==> config.mk <==
export PLATFORM = sky130hd
export DESIGN_NAME = id_ex_reg
export DESIGN_NICKNAME = d
export VERILOG_FILES = /design/src/rtl/mips_pkg.sv /design/src/rtl/load_use_detect.sv /design/src/rtl/id_ex_reg.sv
export SDC_FILE = /design/constraint.sdc
export NUM_CORES = 1
export LEC_CHECK = 0
export BUFFER_PORTS_ARGS = -buffer_cell sky130_fd_sc_hd__buf_2
export CAP_MARGIN = 20
export CELL_PAD_IN_SITES_DETAIL_PLACEMENT = 0
export CELL_PAD_IN_SITES_GLOBAL_PLACEMENT = 1
export CORE_MARGIN = 5
export CORE_UTILIZATION = 34
export CTS_BUF_LIST = sky130_fd_sc_hd__clkbuf_2 sky130_fd_sc_hd__clkbuf_4 sky130_fd_sc_hd__clkbuf_8
export DETAILED_ROUTE_END_ITERATION = 6
export PLACE_DENSITY_LB_ADDON = 0.1
export REMOVE_ABC_BUFFERS = 1
export SLEW_MARGIN = 20
export SYNTH_ARGS = -nofsm -noshare
export SYNTH_HDL_FRONTEND = slang
export SYNTH_HIERARCHICAL = 1
export SYNTH_SLANG_ARGS = --single-unit
==> constraint.sdc <==
create_clock -name clk -period 2.5 [get_ports clk]
set_input_delay 0.25 -clock clk [delete_from_list [all_inputs] [get_ports clk]]
set_output_delay 0.25 -clock clk [all_outputs]
set_load 0.01 [all_outputs]
==> src/rtl/mips_pkg.sv <==
// Shared encodings for the pipelined MIPS core: ALU-op and funct codes, and
// the bundle of single-bit controls that travels down the pipeline.
package mips_pkg;

  localparam logic [1:0] ALU_OP_ADD   = 2'b00;
  localparam logic [1:0] ALU_OP_SUB   = 2'b01;
  localparam logic [1:0] ALU_OP_RTYPE = 2'b10;
  localparam logic [1:0] ALU_OP_ADDI  = 2'b11;

  localparam logic [5:0] FUNCT_ADD = 6'h20;
  localparam logic [5:0] FUNCT_SUB = 6'h22;
  localparam logic [5:0] FUNCT_AND = 6'h24;
  localparam logic [5:0] FUNCT_OR  = 6'h25;
  localparam logic [5:0] FUNCT_SLT = 6'h2A;

  typedef struct packed {
    logic reg_write;
    logic mem_to_reg;
    logic mem_read;
    logic mem_write;
    logic branch;
    logic alu_src;
    logic reg_dst;
  } ctrl_t;

  localparam ctrl_t CTRL_NOP = '0;

  // An instruction slot that is not valid must not carry live control bits.
  function automatic ctrl_t gate_ctrl(input ctrl_t c, input logic valid);
    return valid ? c : CTRL_NOP;
  endfunction

  function automatic logic [1:0] gate_alu_op(input logic [1:0] op, input logic valid);
    return valid ? op : ALU_OP_ADD;
  endfunction

endpackage

==> src/rtl/load_use_detect.sv <==
// Combinational load-use hazard check between the load sitting in EX and the
// instruction currently in ID.
module load_use_detect #(
  parameter int RW = 5
) (
  input  logic          id_valid,
  input  logic [RW-1:0] id_rs,
  input  logic [RW-1:0] id_rt,
  input  logic          id_alu_src,
  input  logic          id_mem_write,
  input  logic          ex_valid,
  input  logic          ex_mem_read,
  input  logic [RW-1:0] ex_rt,
  input  logic          flush,
  input  logic          ext_stall,
  output logic          hz_stall
);

  logic rs_match;
  logic rt_match;
  logic load_in_ex;

  // rt is only a true source when it is not replaced by the immediate, or
  // when it supplies store data.
  assign rs_match   = (ex_rt == id_rs);
  assign rt_match   = (ex_rt == id_rt) && (!id_alu_src || id_mem_write);
  assign load_in_ex = ex_valid && ex_mem_read && (ex_rt != '0);

  assign hz_stall = id_valid && load_in_ex && !flush && !ext_stall &&
                    (rs_match || rt_match);

endmodule

==> src/rtl/id_ex_reg.sv <==
// ID/EX pipeline register: carries decoded operands and controls into EX,
// inserts bubbles for flush and load-use, holds on downstream stall.
module id_ex_reg
  import mips_pkg::*;
#(
  parameter int DW   = 32,
  parameter int RW   = 5,
  parameter int CNTW = 16
) (
  input  logic            clk,
  input  logic            rst,
  input  logic            id_valid,
  input  logic [DW-1:0]   id_pc4,
  input  logic [DW-1:0]   id_rd1,
  input  logic [DW-1:0]   id_rd2,
  input  logic [DW-1:0]   id_imm,
  input  logic [RW-1:0]   id_rs,
  input  logic [RW-1:0]   id_rt,
  input  logic [RW-1:0]   id_rd,
  input  logic            id_reg_write,
  input  logic            id_mem_to_reg,
  input  logic            id_mem_read,
  input  logic            id_mem_write,
  input  logic            id_branch,
  input  logic            id_alu_src,
  input  logic            id_reg_dst,
  input  logic [1:0]      id_alu_op,
  input  logic            flush,
  input  logic            ext_stall,
  output logic            ex_valid,
  output logic [DW-1:0]   ex_pc4,
  output logic [DW-1:0]   ex_rd1,
  output logic [DW-1:0]   ex_rd2,
  output logic [DW-1:0]   ex_imm,
  output logic [RW-1:0]   ex_rs,
  output logic [RW-1:0]   ex_rt,
  output logic [RW-1:0]   ex_rd,
  output logic            ex_reg_write,
  output logic            ex_mem_to_reg,
  output logic            ex_mem_read,
  output logic            ex_mem_write,
  output logic            ex_branch,
  output logic            ex_alu_src,
  output logic            ex_reg_dst,
  output logic [1:0]      ex_alu_op,
  output logic [5:0]      ex_funct,
  output logic            hz_stall,
  output logic [CNTW-1:0] stall_cnt
);

  localparam logic [CNTW-1:0] CNT_MAX = {CNTW{1'b1}};

  ctrl_t id_ctrl;
  ctrl_t ex_ctrl;

  assign id_ctrl = '{
    reg_write:  id_reg_write,
    mem_to_reg: id_mem_to_reg,
    mem_read:   id_mem_read,
    mem_write:  id_mem_write,
    branch:     id_branch,
    alu_src:    id_alu_src,
    reg_dst:    id_reg_dst
  };

  assign ex_reg_write  = ex_ctrl.reg_write;
  assign ex_mem_to_reg = ex_ctrl.mem_to_reg;
  assign ex_mem_read   = ex_ctrl.mem_read;
  assign ex_mem_write  = ex_ctrl.mem_write;
  assign ex_branch     = ex_ctrl.branch;
  assign ex_alu_src    = ex_ctrl.alu_src;
  assign ex_reg_dst    = ex_ctrl.reg_dst;

  load_use_detect #(.RW(RW)) u_load_use_detect (
    .id_valid     (id_valid),
    .id_rs        (id_rs),
    .id_rt        (id_rt),
    .id_alu_src   (id_alu_src),
    .id_mem_write (id_mem_write),
    .ex_valid     (ex_valid),
    .ex_mem_read  (ex_ctrl.mem_read),
    .ex_rt        (ex_rt),
    .flush        (flush),
    .ext_stall    (ext_stall),
    .hz_stall     (hz_stall)
  );

  always_ff @(posedge clk) begin
    if (rst) begin
      ex_valid  <= 1'b0;
      ex_pc4    <= '0;
      ex_rd1    <= '0;
      ex_rd2    <= '0;
      ex_imm    <= '0;
      ex_rs     <= '0;
      ex_rt     <= '0;
      ex_rd     <= '0;
      ex_ctrl   <= CTRL_NOP;
      ex_alu_op <= ALU_OP_ADD;
      ex_funct  <= '0;
      stall_cnt <= '0;
    end else begin
      if ((hz_stall || ext_stall) && (stall_cnt != CNT_MAX))
        stall_cnt <= stall_cnt + 1'b1;

      // hz_stall is already masked by ext_stall, so flush is the only bubble
      // source that can coincide with a downstream hold.
      if (flush || hz_stall) begin
        ex_valid  <= 1'b0;
        ex_pc4    <= '0;
        ex_rd1    <= '0;
        ex_rd2    <= '0;
        ex_imm    <= '0;
        ex_rs     <= '0;
        ex_rt     <= '0;
        ex_rd     <= '0;
        ex_ctrl   <= CTRL_NOP;
        ex_alu_op <= ALU_OP_ADD;
        ex_funct  <= '0;
      end else if (!ext_stall) begin
        ex_valid  <= id_valid;
        ex_pc4    <= id_pc4;
        ex_rd1    <= id_rd1;
        ex_rd2    <= id_rd2;
        ex_imm    <= id_imm;
        ex_rs     <= id_rs;
        ex_rt     <= id_rt;
        ex_rd     <= id_rd;
        ex_ctrl   <= gate_ctrl(id_ctrl, id_valid);
        ex_alu_op <= gate_alu_op(id_alu_op, id_valid);
        ex_funct  <= id_imm[5:0];
      end
    end
  end

endmodule

==> results_dict.tcl <==
set metrics [dict create \
    cp_common_cell "a21oi_2" \
    cp_slowest_stage_delay_ps 510 \
    yosysTopAreaCell "dfxtp_1" \
    ctsHtreeMaxLevel 4 \
    numCtsBuffers 17 \
    cp_slowest_cell "or4_4" \
    hold_path.class "in2reg" \
    antennaDiodeCount 0 \
    clock-sinks 169 \
    hold_start "id_rd1[10]" \
    hold_viol 0 \
    start_kind "register" \
    worst_slack_ps 90.2 \
    netlist-cell-type-count 32 \
    post-cts-setup-buffers 0 \
    yosysSeqAreaShare 0.537 \
    yosysTopAreaCellShare 0.537 \
    reg2reg_depth 8 \
    fin_setup_tns_ps 0 \
    drv_cap 0 \
    rows 49 \
    wl_per_cell_um 16.2 \
    skew_ps 14.3 \
    seqCellArea_mm2 0.00338 \
    irDropWorstVdd_mv 0.304 \
    dp_cells 1149 \
    rsz0062_at_grt "yes" \
    io_pins 333 \
    final_max_slew_viol_count 0 \
    worstHoldPathCells 3 \
    fmax_ghz 0.415 \
    area_growth_pct 54.3 \
    core-area_mm2 0.0181 \
    grt_max_degree 156 \
    r2r_setup_slack_ps 90 \
    netlist_instances 619 \
    power_leakage_nw 4.89 \
    clock_latency_ps 460 \
    grt_pass1_vias 6260 \
    ys_warn_count 6 \
    antenna_found_initial 0 \
    route.vias.total 5971 \
    drive_above_1_share 0.376 \
    track_usage 0.189 \
    place_ws_ps -104 \
    vias_per_cell 4.65 \
    fin_crit_ps 2410 \
    setup.worst_path.end_class "register" \
    initial_utilization 0.348 \
    drc 0 \
    worstPathCellList "xor2_1 > nor4_1 > nand3_1 > a21oi_2 > o2111ai_2 > or3_4 > or4_4 > a21oi_2" \
    power.density_mw_per_mm2 571 \
    finalSetupViolations 0 \
    hpwl_um 14900 \
    final_cell_mix "331 x buf_2, 168 x dfxtp_1, 158 x nor2_1" \
    post-route-util 0.538 \
    cts.clk_slew.worst_paths_ps 100 \
    wl_um 20800 \
    slew_headroom 0.514 \
    gp_congestion 0.806 \
    die_h_um 146 \
    post-route-period-util 0.964 \
    die_x_um 146 \
    multiInputGateArea_mm2 0.00276 \
    critPathKind "reg2reg" \
    drt-pass1-iter-count 4 \
    rr_startpoint "ex_rt[3]" \
    ys_ff_latch 169 \
    final_common_cell "buf_2" \
    min_to "ex_rd1[10]" \
    cp.required_ps 2900 \
    cts_tree "built" \
    arrival_ps 2810 \
    grt_pass1_wl_um 32600 \
    ant_nets 0 \
    worstReg2RegEnd "stall_cnt[9]" \
    outcome "finished clean" \
    hold_ws_ps 32.7 \
    cts_buffer_depth 2 \
    synth.avg_cell_area_um2 10.2 \
    nets 1201 \
    die-area_mm2 0.0214 \
    synth_area_mm2 0.00630 \
    fin_cells 1285 \
    fillers 1652 \
    cts_root_buffer "clkbuf_8" \
    drt_iter0_drc 258 \
    io_buffer_count 332 \
    synth_area_leaders "dfxtp_1 54%, mux2i_1 23%, nor2_1 9.4%, clkbuf_1 1.4%, a21oi_1 1.3%" \
    worstMarginPinSlew_ps 729 \
    crit_fanout 7 \
    overflow 0 \
]
timing repair:
action,in CTS,in global routing
pin swaps,0,1
endpoints found under the hold margin,102,1
gates resized for setup,4,9
setup endpoints to repair,6,8
hold buffers,102,1
stage by stage:
stage               power [mW]  instance area [um^2]
floorplan                 3.13                  6090
global placement          3.46                  8200
detailed placement        3.48                  8200
CTS                       5.63                  9640
global route              5.80                  9720
finish                    5.55                  9720
worst max-delay path: cells and delay by family (launching register included):
kind / cells / cell delay [ps]
AOI/OAI and AO/OA: 3 / 520
xor gates and xnor gates: 1 / 140
DFF: 1 / 340
and+or+nand+nor: 4 / 1350
worst max-delay path by stage:
stage / depth (start not counted) / start / to
global placement: 9 / id_rt[3] / stall_cnt[15]
global route: 8 / ex_rt[3] / stall_cnt[14]
CTS: 9 / ex_rt[3] / stall_cnt[14]
finish: 8 / ex_rt[3] / stall_cnt[9]
detailed placement: 9 / ex_rt[3] / stall_cnt[9]
floorplan: 6 / ex_rt[2] / ex_alu_op[0]
where the power goes:
group | total, mW | switching, mW | internal [mW]
registers | 2.82 | 0.0455 | 2.77
logic | 0.733 | 0.334 | 0.400
clock network | 2.00 | 1.08 | 0.924
total | 5.55 | 1.45 | 4.09
cell families after synthesis:
family,count (synthesis),synth area share
mux,145,0.231
simple gates,205,0.140
compound gates,41,0.0407
fa+ha+maj,1,0.00198
buf+inv,48,0.0355
flops,169,0.537
xor+xnor,10,0.0139
synth_stat cells:
| master | instances |
|---|---|
| nor4_1 | 3 |
| buf_2 | 14 |
| xnor2_1 | 3 |
| nor2b_1 | 2 |
| nor3_1 | 3 |
| nand3_1 | 4 |
| o211ai_2 | 1 |
| or2_2 | 2 |
| nor4b_1 | 1 |
| nand3b_1 | 1 |
| mux2_1 | 2 |
| ha_1 | 1 |
| or3_1 | 9 |
| dfxtp_1 | 169 |
| nor2_1 | 158 |
| and4_1 | 1 |
| inv_1 | 2 |
| o21ai_0 | 7 |
| a22oi_1 | 9 |
| a21oi_1 | 16 |
| o31ai_1 | 7 |
| or4_1 | 8 |
| clkbuf_1 | 23 |
| nand2b_1 | 1 |
| or3b_1 | 1 |
| mux2i_1 | 143 |
| xor2_1 | 7 |
| buf_4 | 7 |
| o2111ai_1 | 1 |
| nand2_1 | 5 |
| nand4_1 | 6 |
| buf_1 | 2 |
cell type report:
cell class,count,share of cell area
inverters,2,0.000772
clock buffers,18,0.0248
multi-input cells,402,0.284
flip-flops and latches,169,0.348
well taps,229,0.0295
clock inverters,14,0.0163
repair buffers,451,0.297
routing by layer:
| layer | up-vias | GRT usage | part of all wire |
|---|---|---|---|
| met4 | 0 | 0.0668 | 0.020 |
| li1 | 2959 | - | - |
| met3 | 28 | 0.0645 | 0.067 |
| met5 | - | 0 | 0 |
| met2 | 200 | 0.348 | 0.53 |
| met1 | 2784 | 0.199 | 0.38 |
(Power assumes the default switching activity.)
